$ cat config.mk
export PLATFORM = sky130hd
export DESIGN_NAME = demux_dispatch_ctrl
export DESIGN_NICKNAME = d
export VERILOG_FILES = /design/src/rtl/demux_dispatch_ctrl.sv
export SDC_FILE = /design/constraint.sdc
export NUM_CORES = 1
export LEC_CHECK = 0
export CORE_MARGIN = 1
export CORE_UTILIZATION = 25
export DETAILED_ROUTE_END_ITERATION = 16
export PLACE_DENSITY = 0.63
export SYNTH_ARGS = -nofsm -noshare
export SYNTH_HDL_FRONTEND = slang
export SYNTH_SLANG_ARGS = --single-unit
$ cat constraint.sdc
create_clock -name clk -period 2.4 [get_ports clk]
set_clock_uncertainty 0.05 [all_clocks]
set_input_delay 0.24 -clock clk [delete_from_list [all_inputs] [get_ports clk]]
set_output_delay 0.24 -clock clk [all_outputs]
set_load 0.01 [all_outputs]
$ cat src/rtl/demux_dispatch_ctrl.sv
// demux_dispatch_ctrl: single-stream dispatcher in front of a 1-to-4 demux.
// Each accepted word goes to its explicit destination or to the next enabled
// channel in round-robin order. It is then held in a one-entry output register
// until the selected channel takes it.
// Optional feature macro: DEMUX_CNT_EN adds per-channel saturating transfer
// counters on the xfer_cnt port.
module demux_dispatch_ctrl #(
    parameter int DATA_W = 8,
    parameter int CNT_W  = 16
) (
    input  logic              clk,
    input  logic              rst_n,
    input  logic              in_valid,
    output logic              in_ready,
    input  logic [DATA_W-1:0] in_data,
    input  logic              in_auto,
    input  logic [1:0]        in_dest,
    input  logic [3:0]        ch_en,
    output logic [3:0]        out_valid,
    input  logic [3:0]        out_ready,
    output logic [DATA_W-1:0] out_data,
    output logic              drop
`ifdef DEMUX_CNT_EN
    ,
    output logic [4*CNT_W-1:0] xfer_cnt
`endif
);

    typedef enum logic {
        IDLE = 1'b0,
        BUSY = 1'b1
    } state_t;

    state_t            state;
    state_t            next_state;
    logic [1:0]        dst_q;
    logic [DATA_W-1:0] data_q;
    logic [1:0]        rr_ptr;
    logic              drop_q;

    logic [1:0]        auto_dst;
    logic [1:0]        sel_dst;
    logic [1:0]        scan_idx;
    logic              scan_found;
    logic              accept;
    logic              load;
    logic              drop_now;
    logic              deliver;

    // Round-robin search: first enabled channel starting at rr_ptr, wrapping mod 4
    always_comb begin
        auto_dst   = rr_ptr;
        scan_found = 1'b0;
        scan_idx   = rr_ptr;
        for (int i = 0; i < 4; i++) begin
            scan_idx = rr_ptr + 2'(i);
            if (!scan_found && ch_en[scan_idx]) begin
                auto_dst   = scan_idx;
                scan_found = 1'b1;
            end
        end
    end

    // Handshake, destination choice, and next-state decision
    always_comb begin
        next_state = state;
        in_ready   = 1'b0;
        sel_dst    = in_auto ? auto_dst : in_dest;
        deliver    = (state == BUSY) && out_ready[dst_q];

        if (rst_n && ((state == IDLE) || deliver) && !(in_auto && (ch_en == 4'b0000))) begin
            in_ready = 1'b1;
        end

        accept   = in_valid && in_ready;
        load     = accept && ch_en[sel_dst];
        drop_now = accept && !in_auto && !ch_en[in_dest];

        if (load) begin
            next_state = BUSY;
        end else if (deliver) begin
            next_state = IDLE;
        end
    end

    // State register
    always_ff @(posedge clk or negedge rst_n) begin
        if (!rst_n) begin
            state <= IDLE;
        end else begin
            state <= next_state;
        end
    end

    // Output buffer, round-robin pointer and drop pulse
    always_ff @(posedge clk or negedge rst_n) begin
        if (!rst_n) begin
            dst_q  <= 2'd0;
            data_q <= '0;
            rr_ptr <= 2'd0;
            drop_q <= 1'b0;
        end else begin
            drop_q <= drop_now;
            if (load) begin
                dst_q  <= sel_dst;
                data_q <= in_data;
            end
            if (accept && in_auto) begin
                rr_ptr <= auto_dst + 2'd1;
            end
        end
    end

    // One-hot valid toward the channel holding the buffered word
    always_comb begin
        out_valid = 4'b0000;
        if (state == BUSY) begin
            out_valid[dst_q] = 1'b1;
        end
    end

    assign out_data = data_q;
    assign drop     = drop_q;

`ifdef DEMUX_CNT_EN
    logic [3:0][CNT_W-1:0] cnt_q;

    // Per-channel completed-transfer counters that stick at all-ones
    always_ff @(posedge clk or negedge rst_n) begin
        if (!rst_n) begin
            cnt_q <= '0;
        end else begin
            for (int k = 0; k < 4; k++) begin
                if (out_valid[k] && out_ready[k] && (cnt_q[k] != {CNT_W{1'b1}})) begin
                    cnt_q[k] <= cnt_q[k] + 1'b1;
                end
            end
        end
    end

    assign xfer_cnt = cnt_q;
`endif

endmodule

# After elaboration in Yosys (flattened, before gate mapping)
# Index checks and enable logic that the tools add are counted.
classes:
  n_lt_le_gt_ge: 8
  mux: 27
  bitwise: 1
  reduce_logical: 22
  n_addsub: 4
ops:
  columns: ["op", "n"]
  rows:
  - ["2-bit by 3-bit < comparator with 1-bit output, second input constant", 7]
  - ["1-bit binary-select mux with 2-bit select", 7]
  - ["1-bit two-way mux", 14]
  - ["1-bit logical AND", 13]
  - ["2-bit two-way mux", 4]
  - ["1-bit logical NOT", 6]
  - ["2-bit by 1-bit adder with 2-bit output, second input constant", 2]
  - ["2-bit adder, second input constant", 2]
  - ["4-bit logical NOT", 1]
  - ["4-bit two-way mux", 1]
  - ["1-bit demux with 2-bit select", 1]
  - ["2-bit by 1-bit greater-or-equal comparator with 1-bit output, second input constant", 1]
  - ["2-bit nonzero test", 1]
  - ["1-bit logical OR", 1]
  - ["1-bit NOT", 1]
word_totals:
  input_bits: 22
  output_inout_bits: 14
  register_bits: 14
  word_cells: 67

# Logic depth before layout (Yosys ltp)
logic_depth:
  ltp_word: 17
  depth_mapped: 7
  mapped_depth_nobuf: 6

# Worst setup path after synthesis
# OpenSTA, ideal clock, no wires.
synth_timing:
  path_kind: "register to register"
  start: "register dst_q[0]"
  end: "register data_q[0] (netlist: out_data[0])"
  setup_slack_ns: 0.199
  path_stages_with_launch: 7
  n_path_buf: 0
  setup_ns: 0.125
  t_arrival_ns: 2.026
  required_ns: 2.225
  path_cell_list: "dfrtp_1 mux4_1 inv_2 a221oi_4 nand2_2 a211oi_4 mux2_2"
synth_between:
  elab_chain_cells: 9
synth_rtl:
  columns: ["item", "line_no", "rtl"]
  rows:
  - ["from (decl)", "36", "logic [1:0] dst_q;"]
  - ["from (signal assigned)", "105", "dst_q <= sel_dst;"]
  - ["1-bit binary-select mux with 2-bit select", "69", "deliver = (state == BUSY) && out_ready[dst_q];"]
  - ["1-bit two-way mux (not written as such)", "69", null]
  - ["1-bit logical AND", "69", null]
  - ["1-bit logical OR", "71", "if (rst_n && ((state == IDLE) || deliver) && !(in_auto && (ch_en == 4'b0000))) begin"]
  - ["1-bit logical AND (2 in a row)", "71", null]
  - ["1-bit two-way mux", "71", null]
  - ["net in_ready", "14", "output logic in_ready,"]
  - ["1-bit logical AND", "75", "accept = in_valid && in_ready;"]
  - ["1-bit logical AND", "76", "load = accept && ch_en[sel_dst];"]
  - ["to (signal assigned)", "106", "data_q <= in_data;"]
  - ["to (decl)", "37", "logic [DATA_W-1:0] data_q;"]
# The timed path passes the listed nets, and every way through them passes these cells. The select of a mux whose other input is x is not followed.
# A chain may end at the register's enable or synchronous reset.

# Final worst setup path
layout_timing:
  start: "input ch_en[3]"
  end: "register dst_q[0]"
layout_between:
  elab_chain_cells: 16
  word_cells_on_any_way: 30
  classes_between: "mux (18); reduce/logical (12)"
layout_rtl:
  columns: ["item", "line_no", "rtl"]
  rows:
  - ["from (decl)", "18", "input logic [3:0] ch_en,"]
  - ["1-bit binary-select mux with 2-bit select", "57", "if (!scan_found && ch_en[scan_idx]) begin"]
  - ["1-bit two-way mux (not written as such)", "57", null]
  - ["1-bit two-way mux", "57", null]
  - ["1-bit logical NOT", "57", null]
  - ["1-bit logical AND", "57", null]
  - ["1-bit two-way mux", "57", null]
  - ["1-bit logical NOT", "57", null]
  - ["1-bit logical AND", "57", null]
  - ["1-bit two-way mux", "57", null]
  - ["1-bit logical NOT", "57", null]
  - ["1-bit logical AND", "57", null]
  - ["2-bit two-way mux", "57", null]
  - ["2-bit two-way mux", "68", "sel_dst = in_auto ? auto_dst : in_dest;"]
  - ["1-bit binary-select mux with 2-bit select", "76", null]
  - ["1-bit two-way mux (not written as such)", "76", null]
  - ["1-bit logical AND", "76", null]
# Several ways; a longest one is shown, not always the timed one. The select of a mux whose other input is x is not followed.

==> results.toml <==
[final_layout]
final_util_pct = 43.5
syn_to_final_growth_pct = 67.5
final_nets = 153
drive_gt1_share_pct = 33.1
antennaDiodeCount = 0
fillCellCount = 341
seq_area_sq_um = 350
multi_input_area_sq_um = 517

[worst_setup_path]
critPathArrivalTime_ns = 2.41
crit_chain = "clkdlybuf4s50_1 -> buf_4 -> nor2_1 -> o21bai_1 -> a41o_1 -> a211oi_2 -> a211oi_4 -> buf_12 -> mux2_2"
r2r_cells = 7
timing.rr.start = "dst_q[0]"
rr_endpoint = "dst_q[0]"
worst_path_max_delay_cell = "clkdlybuf4s50_1"
critPathKind = "in2reg"
cpPeakStageDelay_ns = 0.54
cp-end-kind = "flip-flop"
ff2ff_setup_slack_ns = 0.20
cp-start-kind = "input port"
crit_path_max_fanout = 10
required_ns = 2.51

[timing]
finalSetupViolations = 0
final-max-slew-violation-count = 0
finalCriticalPeriod_ns = 2.30
rsz0062_at_grt = "false"
worst_pin_slew_ns = 0.380
fmax_mhz = 436
fin_crit_sh_pct = 95.7
finalHoldViolCount = 0
worst_slack_ns = 0.104
relSlewSlack_pct = 74.6

[routing]
first_pass_iters = 4
wirelength_um = 2210
drt_iter0_drc = 11
vias = 834
routedWlPerCell_um = 12.6
ant_nets = 0
via_per_inst = 4.74
drc = 0

[run_status]
status = "finished, final reports clean"

[floorplanning]
die_y_um = 60.9
initial_utilization_pct = 25.9
die_x_um = 60.9
io_pins = 36
rows = 21
dieArea_sq_um = 3700
core_sq_um = 3340

[placed_design]
dp_hpwl_um = 1680
pre_cts_ws_ns = -0.159
place.gp.congestion = 0.906
io_buffers = 35

[clock_network]
numCtsBuffers = 3
clk_latency_ns = 0.27
clk_pin_slew_ns = 0.08
cts_sinks = 14
cts_setup_buffers = 0
cts_tree = "built"
cts_hold_buf = 0
cts_resized = 0
clockBufferDepth = 2
cts_root_buf = "clkbuf_4"
htreeDepth = 1

[power]
p_per_area_nw_per_um2 = 833
total_power_mw = 1.21
peakVddDrop_mv = 0.661
p_leak_nw = 0.598

[grt]
grt_antenna_before_repair = 0
grt-ovfl-total = 0
grtUsageTotal_pct = 12.7
grt_pass1_vias = 832
grt_max_degree = 15
grt_pass1_wl_um = 3470

[synthesis]
ys_seq_area_share_pct = 40.5
synth.distinct_cells = 34
ys_ff_latch = 14
ys_warn_count = 0
syn_avg_cell_area_sq_um = 11.1
netlist.area_leader.share_pct = 40.5
syn_area_sq_um = 866
syn-num-nets = 100
synth_top_area_cell = "dfrtp_1"
syn_inst = 78
synthTopCellsByArea = "dfrtp_1 40%, mux2_2 14%, nor2b_1 3.6%, a41o_1 3.5%, a221oi_4 3.0%"

[min_path]
hp-class = "in2async"

[flow_run]
drv_cap = 0
-- Yosys cell counts --
cell,number
nand3_1,3
nand2_2,1
o211ai_1,2
a31oi_1,1
nor4_1,1
mux4_1,1
a211oi_1,1
a41o_1,3
buf_2,2
nand2_1,4
a21boi_0,1
nor2_1,4
nor3b_1,1
nor2b_1,5
inv_1,2
a211oi_4,1
a21o_2,1
xnor2_1,1
mux4_2,1
o21ai_1,2
nor3_1,2
o21ba_2,1
or3_1,1
a41oi_1,1
mux2_2,11
a21oi_1,1
and3_2,1
inv_2,1
dfrtp_1,14
or3b_2,1
o21bai_1,1
o21ai_0,3
a221oi_4,1
nand2b_1,1
-- cell type report --
class,count,area share (%)
clock buffers,4,2.50
inverters,3,0.777
multi-input cells,59,35.6
flip-flops and latches,14,24.2
well taps,46,3.97
repair buffers,50,33.0
-- registers in the layout (all words and copies together), names as in the netlist --
register	cells
dst_q	2
state	1
out_data	8
rr_ptr	2
drop	1
-- routing by layer --
layer / global-route usage (%) / up-vias / wire length (um)
li1: - / 405 / -
met1: 15.6 / 394 / 971
met2: 20.3 / 31 / 1030
met3: 4.05 / 4 / 182
met4: 5.84 / 0 / 31
met5: 0 / - / 0
-- cells by family after synthesis --
family | Yosys count | synth area share (%)
muxes | 13 | 19.9
and+or+nand+nor | 25 | 15.6
xor gates and xnor gates | 1 | 1.01
buffers and inverters | 5 | 2.46
DFF | 14 | 40.5
AOI/OAI and AO/OA | 20 | 20.5
-- cells in the final DEF, fill, tap and decap left out, types with 2 or more instances in the layout --
master | synthesis | routed
o21ai_0 | 3 | 3
clkbuf_4 | 0 | 3
inv_1 | 2 | 2
mux2_2 | 11 | 11
o211ai_1 | 2 | 2
a41o_1 | 3 | 3
dfrtp_1 | 14 | 14
nor2b_1 | 5 | 5
nor3_1 | 2 | 2
nor2_1 | 4 | 4
nand3_1 | 3 | 3
nand2_1 | 4 | 4
clkdlybuf4s50_1 | 0 | 34
buf_4 | 0 | 14
-- power by group --
| part | internal [mW] | switching (mW) |
|---|---|---|
| Clock | 0.0922 | 0.0727 |
| Sequential | 0.340 | 0.0917 |
| Combinational | 0.378 | 0.234 |
| Total | 0.810 | 0.399 |
-- worst max-delay path by stage --
stage / startpoint / to / slack (ns) / cells past startpoint
2_1_floorplan: dst_q[0] / out_data[0] / 0.20 / 6
3_3_place_gp: ch_en[2] / out_data[3] / -0.09 / 8
3_5_place_dp: ch_en[2] / out_data[1] / -0.16 / 8
4_1_cts: dst_q[0] / in_ready / 0.01 / 4
5_1_grt: ch_en[3] / dst_q[0] / 0.01 / 9
6_report: ch_en[3] / dst_q[0] / 0.10 / 9
-- per-stage QoR --
stage | TNS, ns | hold WS (ns) | area [sq um] | cells
final | 0 | 0.242 | 1450 | 176
after global placement | -0.822 | 0.447 | 1390 | 172
after detailed placement | -1.41 | 0.444 | 1390 | 172
after floorplan | 0 | -0.106 | 866 | 78
after CTS | 0 | 0.238 | 1430 | 176
after global routing | 0 | 0.264 | 1450 | 176
-- critical path, delay by kind of cell --
kind                   cells  cell delay [ns]
AND/OR/NAND/NOR            1             0.03
multiplexers               1             0.33
AO/OA/AOI/OAI              4             0.96
buffers and inverters      3             0.85
No activity file was read; power rests on OpenSTA's default activity.
